$ cat src/rtl/bist_multi_sequencer.sv
// Multi-channel BIST session sequencer: walks the enabled channels through
// INIT / RUN / CHECK, accumulating a sticky per-channel fail map and run status.
//
//   state   | meaning
//   --------+------------------------------------------------------------
//   S_IDLE  | waiting for start; status outputs hold the last result
//   S_INIT  | one-cycle setup for channel ch_sel, run counter cleared
//   S_RUN   | N stimulus cycles on channel ch_sel
//   S_CHECK | one cycle: sample ch_pass[ch_sel], advance or finish
module bist_multi_sequencer #(
   parameter int CNT_W  = 8,
   parameter int NUM_CH = 4,
   parameter int CH_W   = 2
) (
   input  logic              clk,
   input  logic              reset,
   input  logic              start,
   input  logic              abort,
   input  logic [CNT_W-1:0]  n_cycles,
   input  logic [NUM_CH-1:0] ch_enable,
   input  logic [1:0]        mode,
   input  logic [NUM_CH-1:0] ch_pass,
   output logic              init,
   output logic              running,
   output logic              toggle,
   output logic              finish,
   output logic [CH_W-1:0]   ch_sel,
   output logic              busy,
   output logic              bist_end,
   output logic              pass,
   output logic              aborted,
   output logic [NUM_CH-1:0] fail_map
);

   typedef enum logic [1:0] {S_IDLE, S_INIT, S_RUN, S_CHECK} state_t;

   state_t              state_q, state_d;
   logic [CNT_W-1:0]    cnt_q, cnt_d;
   logic [CNT_W-1:0]    n_q, n_d;
   logic [NUM_CH-1:0]   mask_q, mask_d;
   logic [1:0]          mode_q, mode_d;
   logic [CH_W-1:0]     ch_sel_q, ch_sel_d;
   logic                bist_end_q, bist_end_d;
   logic                pass_q, pass_d;
   logic                aborted_q, aborted_d;
   logic [NUM_CH-1:0]   fail_map_q, fail_map_d;

   logic [CH_W-1:0]     first_ch;
   logic [CH_W-1:0]     next_ch;
   logic                next_found;
   logic [NUM_CH-1:0]   fm_upd;
   logic                pattern;

   // Descending scans so the last hit is the lowest qualifying index.
   always_comb begin
      first_ch   = '0;
      next_ch    = ch_sel_q;
      next_found = 1'b0;
      for (int i = NUM_CH-1; i >= 0; i--) begin
         if (ch_enable[i]) first_ch = CH_W'(i);
      end
      for (int i = NUM_CH-1; i >= 0; i--) begin
         if (mask_q[i] && (i > int'(ch_sel_q))) begin
            next_found = 1'b1;
            next_ch    = CH_W'(i);
         end
      end
   end

   always_comb begin
      fm_upd = fail_map_q;
      if (!ch_pass[ch_sel_q]) fm_upd[ch_sel_q] = 1'b1;
   end

   always_comb begin
      state_d    = state_q;
      cnt_d      = cnt_q;
      n_d        = n_q;
      mask_d     = mask_q;
      mode_d     = mode_q;
      ch_sel_d   = ch_sel_q;
      bist_end_d = bist_end_q;
      pass_d     = pass_q;
      aborted_d  = aborted_q;
      fail_map_d = fail_map_q;
      case (state_q)
         S_IDLE: begin
            if (start) begin
               if (|ch_enable) begin
                  n_d        = (n_cycles == '0) ? CNT_W'(1) : n_cycles;
                  mask_d     = ch_enable;
                  mode_d     = mode;
                  ch_sel_d   = first_ch;
                  bist_end_d = 1'b0;
                  pass_d     = 1'b0;
                  aborted_d  = 1'b0;
                  fail_map_d = '0;
                  state_d    = S_INIT;
               end else begin
                  bist_end_d = 1'b1;
                  pass_d     = 1'b1;
                  aborted_d  = 1'b0;
                  fail_map_d = '0;
               end
            end
         end
         S_INIT: begin
            cnt_d   = '0;
            state_d = S_RUN;
         end
         S_RUN: begin
            cnt_d = cnt_q + 1'b1;
            if (cnt_q == n_q - 1'b1) state_d = S_CHECK;
         end
         S_CHECK: begin
            fail_map_d = fm_upd;
            if (next_found) begin
               ch_sel_d = next_ch;
               state_d  = S_INIT;
            end else begin
               state_d    = S_IDLE;
               bist_end_d = 1'b1;
               pass_d     = (fm_upd == '0);
            end
         end
         default: state_d = S_IDLE;
      endcase
      // Abort wins even over the final CHECK, whose sample is then discarded.
      if (abort && (state_q != S_IDLE)) begin
         state_d    = S_IDLE;
         cnt_d      = cnt_q;
         ch_sel_d   = ch_sel_q;
         bist_end_d = 1'b1;
         aborted_d  = 1'b1;
         pass_d     = 1'b0;
         fail_map_d = fail_map_q;
      end
   end

   always_ff @(posedge clk or posedge reset) begin
      if (reset) begin
         state_q    <= S_IDLE;
         cnt_q      <= '0;
         n_q        <= '0;
         mask_q     <= '0;
         mode_q     <= '0;
         ch_sel_q   <= '0;
         bist_end_q <= 1'b0;
         pass_q     <= 1'b0;
         aborted_q  <= 1'b0;
         fail_map_q <= '0;
      end else begin
         state_q    <= state_d;
         cnt_q      <= cnt_d;
         n_q        <= n_d;
         mask_q     <= mask_d;
         mode_q     <= mode_d;
         ch_sel_q   <= ch_sel_d;
         bist_end_q <= bist_end_d;
         pass_q     <= pass_d;
         aborted_q  <= aborted_d;
         fail_map_q <= fail_map_d;
      end
   end

   always_comb begin
      case (mode_q)
         2'd1:    pattern = 1'b1;
         2'd2:    pattern = 1'b0;
         default: pattern = ~cnt_q[0];
      endcase
   end

   assign init     = (state_q == S_INIT);
   assign running  = (state_q == S_RUN);
   assign finish   = (state_q == S_CHECK);
   assign toggle   = running & pattern;
   assign busy     = (state_q != S_IDLE);
   assign ch_sel   = ch_sel_q;
   assign bist_end = bist_end_q;
   assign pass     = pass_q;
   assign aborted  = aborted_q;
   assign fail_map = fail_map_q;

endmodule
$ cat config.mk
export PLATFORM = sky130hd
export DESIGN_NAME = bist_multi_sequencer
export DESIGN_NICKNAME = d
export VERILOG_FILES = /design/src/rtl/bist_multi_sequencer.sv
export SDC_FILE = /design/constraint.sdc
export NUM_CORES = 1
export LEC_CHECK = 0
export CAP_MARGIN = 0
export CELL_PAD_IN_SITES_DETAIL_PLACEMENT = 1
export CELL_PAD_IN_SITES_GLOBAL_PLACEMENT = 2
export CORE_UTILIZATION = 28
export DETAILED_ROUTE_END_ITERATION = 16
export GPL_TIMING_DRIVEN = 0
export PLACE_DENSITY = 0.81
export REMOVE_ABC_BUFFERS = 1
export SYNTH_ARGS = -nofsm -noshare
export SYNTH_HDL_FRONTEND = slang
export SYNTH_SLANG_ARGS = --single-unit
$ cat constraint.sdc
create_clock -name clk -period 1.8 [get_ports clk]
set_input_delay 0.54 -clock clk [delete_from_list [all_inputs] [get_ports clk]]
set_output_delay 0.54 -clock clk [all_outputs]
set_load 0.05 [all_outputs]
# == Yosys cells after proc, flatten, opt, wreduce, memory -nomap -nowiden ==
# Cells that the tools add are included.
# Widths: inputs -> output; s select.
# totals
wordCells,98
out_inout_bits,14
mem_bits_ro,0
reg_bits,33
memories,0
latch_bits,0
ramBits,0
in_bits,22
# op_classes
mul,0
n_reduce_logical,22
bitwise,4
muxes,41
div,0
n_eq_ne,14
addsub,2
shift,0
order_cmp,5
# op_table
cell,n
$mux 2,14
$pmux 8 s2,1
$mux 1,15
$reduce_and 3->1,4
$reduce_bool 2->1,5
$add 8x1->8 const B,1
$eq 8x8->1,1
$logic_not 8->1,1
$mux 4,2
$mux 8,1
$pmux 2 s4,1
$pmux 4 s2,1
$sub 8x1->8 const B,1
$eq 2x2->1 const B,3
$ne 3x3->1 const B,2
$pmux 1 s2,3
$reduce_and 6->1,1
$logic_and 1x1->1,5
$eq 2x1->1 const B,2
$gt 2x2->1 const A,2
$logic_not 4->1,1
$ne 2x2->1 const B,2
$ne 4x1->1 const B,1
$or 4x4->4,1
other kinds (15),17

# == Longest topological paths before layout ==
# depth
ltp_word,10
ltp_mapped,10
ltp_nobuf,8

# == Worst setup path before layout ==
# Ideal clock, no wire load.
# synth_timing
kind,register to output
start,register state_q[0]
end,output toggle
setup_slack_ps,-500
path_stages_with_launch,5
t_arrival_ps,1760
required_ps,1260
n_path_buf,1
path_cell_list,dfrtp_1 inv_1 ha_1 clkbuf_1 and2_1
# synth_between
elab_chain_len,2
# synth_rtl
item,line_no,rtl
"start, declared",37,"state_t state_q, state_d;"
"start signal, assigned",153,state_q <= state_d;
$eq 2x2->1,175,assign running = (state_q == S_RUN);
via running,24,"output logic running,"
$and 1x1->1,177,assign toggle = running & pattern;
"end, declared",25,"output logic toggle,"
# The timed path passes the listed nets, and every way through them passes these cells.

# == Worst setup path in the final report ==
# layout_timing
start,register mode_q[0]
end,output toggle
# layout_between
elab_chain_len,3
elab_cells_between_ends,4
cone_classes,2 x eq/ne; 1 x mux; 1 x bitwise
# layout_rtl
item,line_no,rtl
"start, declared",41,"logic [1:0] mode_q, mode_d;"
"start signal, assigned",157,mode_q <= mode_d;
$eq 2x2->1 / $eq 2x1->1 (equally long branches),167,case (mode_q)
$pmux 1 s2 (*),167,
$and 1x1->1 (*),177,
# Every way passes the cells marked *; elsewhere a longest branch is shown, timed or not.

==> run_summary.xml <==
<?xml version="1.0" encoding="UTF-8"?>
<metrics>
  <group name="yosys">
    <metric name="syn_area" unit="mm²">0.00189</metric>
    <metric name="synth_async_sr_flop_share" unit="%">100</metric>
    <metric name="postSynthRegisterBits" unit="">32</metric>
    <metric name="synthesis.instances" unit="">219</metric>
    <metric name="post_synth_main_area_contributors" unit="">dfrtp_1 (42%), nand2_1 (10%), ha_1 (5.3%)</metric>
    <metric name="synthesis.yosys.warnings" unit="">0</metric>
    <metric name="dominantRegCellSynth" unit="">dfrtp_1</metric>
    <metric name="synth_edf_count" unit="">0</metric>
    <metric name="post-synth-top-area-cell" unit="">dfrtp_1</metric>
    <metric name="ys_seq_area_share" unit="%">42.4</metric>
    <metric name="postSynthAreaPerCell" unit="µm²">8.62</metric>
    <metric name="fraction_of_synthesized_cell_area_taken_by_the_top_area_cell_type" unit="%">42.4</metric>
    <metric name="cell_variety_after_synth" unit="">42</metric>
  </group>
  <group name="timing">
    <metric name="period_needed" unit="ns">2.07</metric>
    <metric name="clock-skew-final" unit="ns">0.0120</metric>
    <metric name="tightest_slew" unit="ns">0.731</metric>
    <metric name="total_count_of_max_transition_violations_in_the_final_report" unit="">0</metric>
    <metric name="maxClockFrequency" unit="MHz">484</metric>
    <metric name="rsz0062_at_grt" unit="">true</metric>
    <metric name="final_critical_path_setup_slack" unit="ns">-0.267</metric>
    <metric name="timing.final.crit_share" unit="%">115</metric>
    <metric name="timing.max_slew.rel_slack" unit="%">51.2</metric>
    <metric name="final-setup-viol-count" unit="">5</metric>
    <metric name="timing.final.hold_violations" unit="">0</metric>
    <metric name="fin_hold_ws" unit="ns">0.488</metric>
  </group>
  <group name="clock_tree">
    <metric name="clock_sink_count" unit="">32</metric>
    <metric name="cts.path.max_buffers" unit="">2</metric>
    <metric name="clk_pin_slew" unit="ns">0.07</metric>
    <metric name="worst_skew_pair.late_latency" unit="ns">0.28</metric>
    <metric name="number_of_h_tree_levels" unit="">2</metric>
    <metric name="cts_made_buffers" unit="">5</metric>
    <metric name="ctsHoldBuffers" unit="">0</metric>
    <metric name="root_buffer" unit="">clkbuf_8</metric>
    <metric name="tritoncts" unit="">built</metric>
  </group>
  <group name="worst_setup_path">
    <metric name="ordered_cell_list_for_the_critical_path" unit="">ha_4 -&gt; mux2i_2 -&gt; and2_1 -&gt; buf_6</metric>
    <metric name="reg2reg_from" unit="">n_q[0]</metric>
    <metric name="cp-end-kind" unit="">output port</metric>
    <metric name="required" unit="ns">1.26</metric>
    <metric name="worst_path_max_delay_cell" unit="">dfrtp_1</metric>
    <metric name="timing_worst_setup_path_type" unit="">flip-flop to output port</metric>
    <metric name="crit_arrival" unit="ns">1.53</metric>
    <metric name="critPathMaxStageDelay" unit="ns">0.42</metric>
    <metric name="worst-r2r-setup-slack" unit="ns">-0.15</metric>
    <metric name="worstPathBufferInverterCount" unit="">1</metric>
    <metric name="r2r_end" unit="">state_q[0]</metric>
    <metric name="worst-r2r-cell-count" unit="">7</metric>
    <metric name="crit_fanout" unit="">2</metric>
    <metric name="cp_top_family" unit="">flip-flops</metric>
    <metric name="cp-start-kind" unit="">flip-flop</metric>
  </group>
  <group name="drt">
    <metric name="avgRoutedWirePerCell" unit="µm">15.3</metric>
    <metric name="firstDrtPassIters" unit="">10</metric>
    <metric name="detail-route-antenna-nets" unit="">0</metric>
    <metric name="residual_drc" unit="">2</metric>
    <metric name="route.detailed.vias_per_inst" unit="">5.00</metric>
    <metric name="detailroute.via_count" unit="">1774</metric>
    <metric name="first_iter_violations" unit="">53</metric>
    <metric name="routed_wirelength" unit="µm">5410</metric>
  </group>
  <group name="floorplan">
    <metric name="die_area" unit="mm²">0.00707</metric>
    <metric name="top_level_ports" unit="">36</metric>
    <metric name="floorplan.die.height" unit="µm">84.1</metric>
    <metric name="placeableCoreArea" unit="mm²">0.00642</metric>
    <metric name="effective_utilization_at_floorplan" unit="%">29.4</metric>
    <metric name="rows" unit="">29</metric>
    <metric name="floorplan.die.width" unit="µm">84.1</metric>
  </group>
  <group name="run">
    <metric name="max_cap_violations" unit="">0</metric>
  </group>
  <group name="pwr">
    <metric name="power.share.combinational" unit="%">61.0</metric>
    <metric name="share_seq_of_total_power" unit="%">25.6</metric>
    <metric name="power_switching" unit="µW">2360</metric>
    <metric name="power_density_of_the_placed_cells" unit="mW/mm²">1860</metric>
    <metric name="clock_power_share" unit="%">13.4</metric>
    <metric name="internal_power" unit="µW">2840</metric>
    <metric name="switching_share" unit="%">45.3</metric>
    <metric name="largest_vdd_supply_drop" unit="mV">0.923</metric>
    <metric name="cellLeakagePower" unit="µW">0.00125</metric>
  </group>
  <group name="grt">
    <metric name="grt_pass1_wl" unit="µm">8830</metric>
    <metric name="globalRouteOverflowTotal" unit="">0</metric>
    <metric name="grt_max_degree" unit="">33</metric>
    <metric name="first_global_vias" unit="">1792</metric>
    <metric name="grt_util_all_layers" unit="%">15.7</metric>
    <metric name="grt_antenna_before_repair" unit="">0</metric>
  </group>
  <group name="min_path">
    <metric name="instance_count_along_the_most_critical_hold_path" unit="">1</metric>
    <metric name="hold_path_startpoint" unit="">bist_end</metric>
    <metric name="min_path_type" unit="">flip-flop to flip-flop</metric>
    <metric name="holdPathEnd" unit="">bist_end</metric>
  </group>
  <group name="final_layout">
    <metric name="fin_cells" unit="">355</metric>
    <metric name="final_cell_mix" unit="">nand2_1 (45), dfrtp_1 (27), buf_4 (18)</metric>
    <metric name="final.fill_count" unit="">737</metric>
    <metric name="mostFrequentLayoutCell" unit="">nand2_1</metric>
    <metric name="post_route_utilization" unit="%">43.6</metric>
    <metric name="area_growth_syn_to_layout" unit="%">48.4</metric>
    <metric name="layout_cell_share_with_drive_strength_beyond_1" unit="%">30.2</metric>
    <metric name="final_nets" unit="">307</metric>
    <metric name="insertedDiodeCount" unit="">0</metric>
  </group>
  <group name="run_status">
    <metric name="violations" unit="">design-rule violations, negative setup slack</metric>
    <metric name="run_status" unit="">finished with violations</metric>
  </group>
  <group name="placed_design">
    <metric name="port_buffers" unit="">35</metric>
    <metric name="detailedPlacementHpwl" unit="µm">3630</metric>
    <metric name="gpl.final_weighted_congestion" unit="">0.731</metric>
    <metric name="placed_cells" unit="">324</metric>
    <metric name="dpl_worst_slack" unit="ns">-0.686</metric>
  </group>
</metrics>
==> power groups by stage <==
stage | clock network (µW) | registers (µW) | logic (µW)
after floorplan | 0 | 1550 | 1380
after global placement | 0 | 1310 | 2310
after detailed placement | 0 | 1310 | 2340
after CTS | 708 | 1330 | 2730
after global routing | 739 | 1380 | 3430
final | 696 | 1330 | 3170
==> per-layer routing <==
metal | vias to the layer above | track usage (%) | share of wire (%)
li1 | 868 | - | -
met3 | 2 | 3.56 | 4.3
met1 | 861 | 21.0 | 46
met2 | 43 | 26.2 | 49
met4 | 0 | 2.35 | 0.15
met5 | - | 0 | 0
==> cells by family after synthesis <==
kind of cell | count (synthesis) | synth area share (%)
buf+inv | 18 | 4.31
simple gates | 101 | 25.3
fa+ha+maj | 8 | 5.31
xor+xnor | 9 | 4.18
compound gates | 46 | 15.7
flops | 32 | 42.4
mux | 5 | 2.79
==> cells in the mapped netlist, types with 2 or more instances <==
library cell,count
xor2_1,5
nand3_1,5
or2_2,2
nand2_1,52
nor2_1,12
clkbuf_1,3
o21a_1,2
xnor2_1,4
mux2_2,2
a22o_1,2
ha_1,8
buf_2,2
dfrtp_1,32
o31ai_1,5
mux2i_1,3
inv_1,11
a21oi_2,2
nor3_1,5
a31oi_1,2
and2_1,2
or4_1,4
a21oi_1,7
nor4_1,3
o21ai_0,17
o22a_1,2
nor2b_1,8
and2_0,2
==> worst max-delay path by stage <==
stage / slack, ns / cells past startpoint / from / end
after floorplan: -0.39 / 3 / state_q[0] / toggle
after global placement: -0.67 / 4 / state_q[0] / toggle
after detailed placement: -0.69 / 4 / state_q[0] / toggle
after CTS: -0.27 / 4 / mode_q[0] / toggle
after global routing: -0.31 / 4 / mode_q[0] / toggle
final: -0.27 / 4 / mode_q[0] / toggle
==> flip-flops by register name, indices dropped and copies added (netlist names) <==
| name | count |
|---|---|
| cnt_q | 8 |
| n_q | 8 |
| fail_map | 4 |
| mask_q | 3 |
| ch_sel | 2 |
| mode_q | 2 |
| state_q | 2 |
| aborted | 1 |
| bist_end | 1 |
| pass | 1 |
==> layout make-up <==
cell class	count	area (µm²)	area share, %
inverter	11	47.5	1.70
tap	77	96.3	3.44
clock inverter	2	35.0	1.25
multi-input combinational	169	1190	42.5
clock buffer	6	72.6	2.59
sequential	32	807	28.8
timing repair buffer	58	552	19.7
==> what timing repair did <==
action | in CTS | in global routing
pin swaps | 13 | 16
gates resized for setup | 82 | 29
setup endpoints to repair | 72 | 25
cloned | 0 | 0
setup buffers | 11 | 12
==> worst reg2reg max path, cell delays in order (launching register included) <==
cell      delay [ns]
dfrtp_1         0.41
buf_6           0.13
or4_4           0.51
nor2_4          0.10
xnor2_1         0.12
a41o_1          0.28
o211ai_1        0.13
a32oi_1         0.19
==> per-stage QoR <==
step	total power [µW]	TNS, ns	area [µm²]
after CTS	4770	-0.495	2600
after global placement	3630	-24.24	2290
final	5200	-0.513	2800
after global routing	5550	-0.884	2800
after floorplan	2930	-0.814	1850
after detailed placement	3660	-24.36	2290
Power figures use the tool's default switching activity.
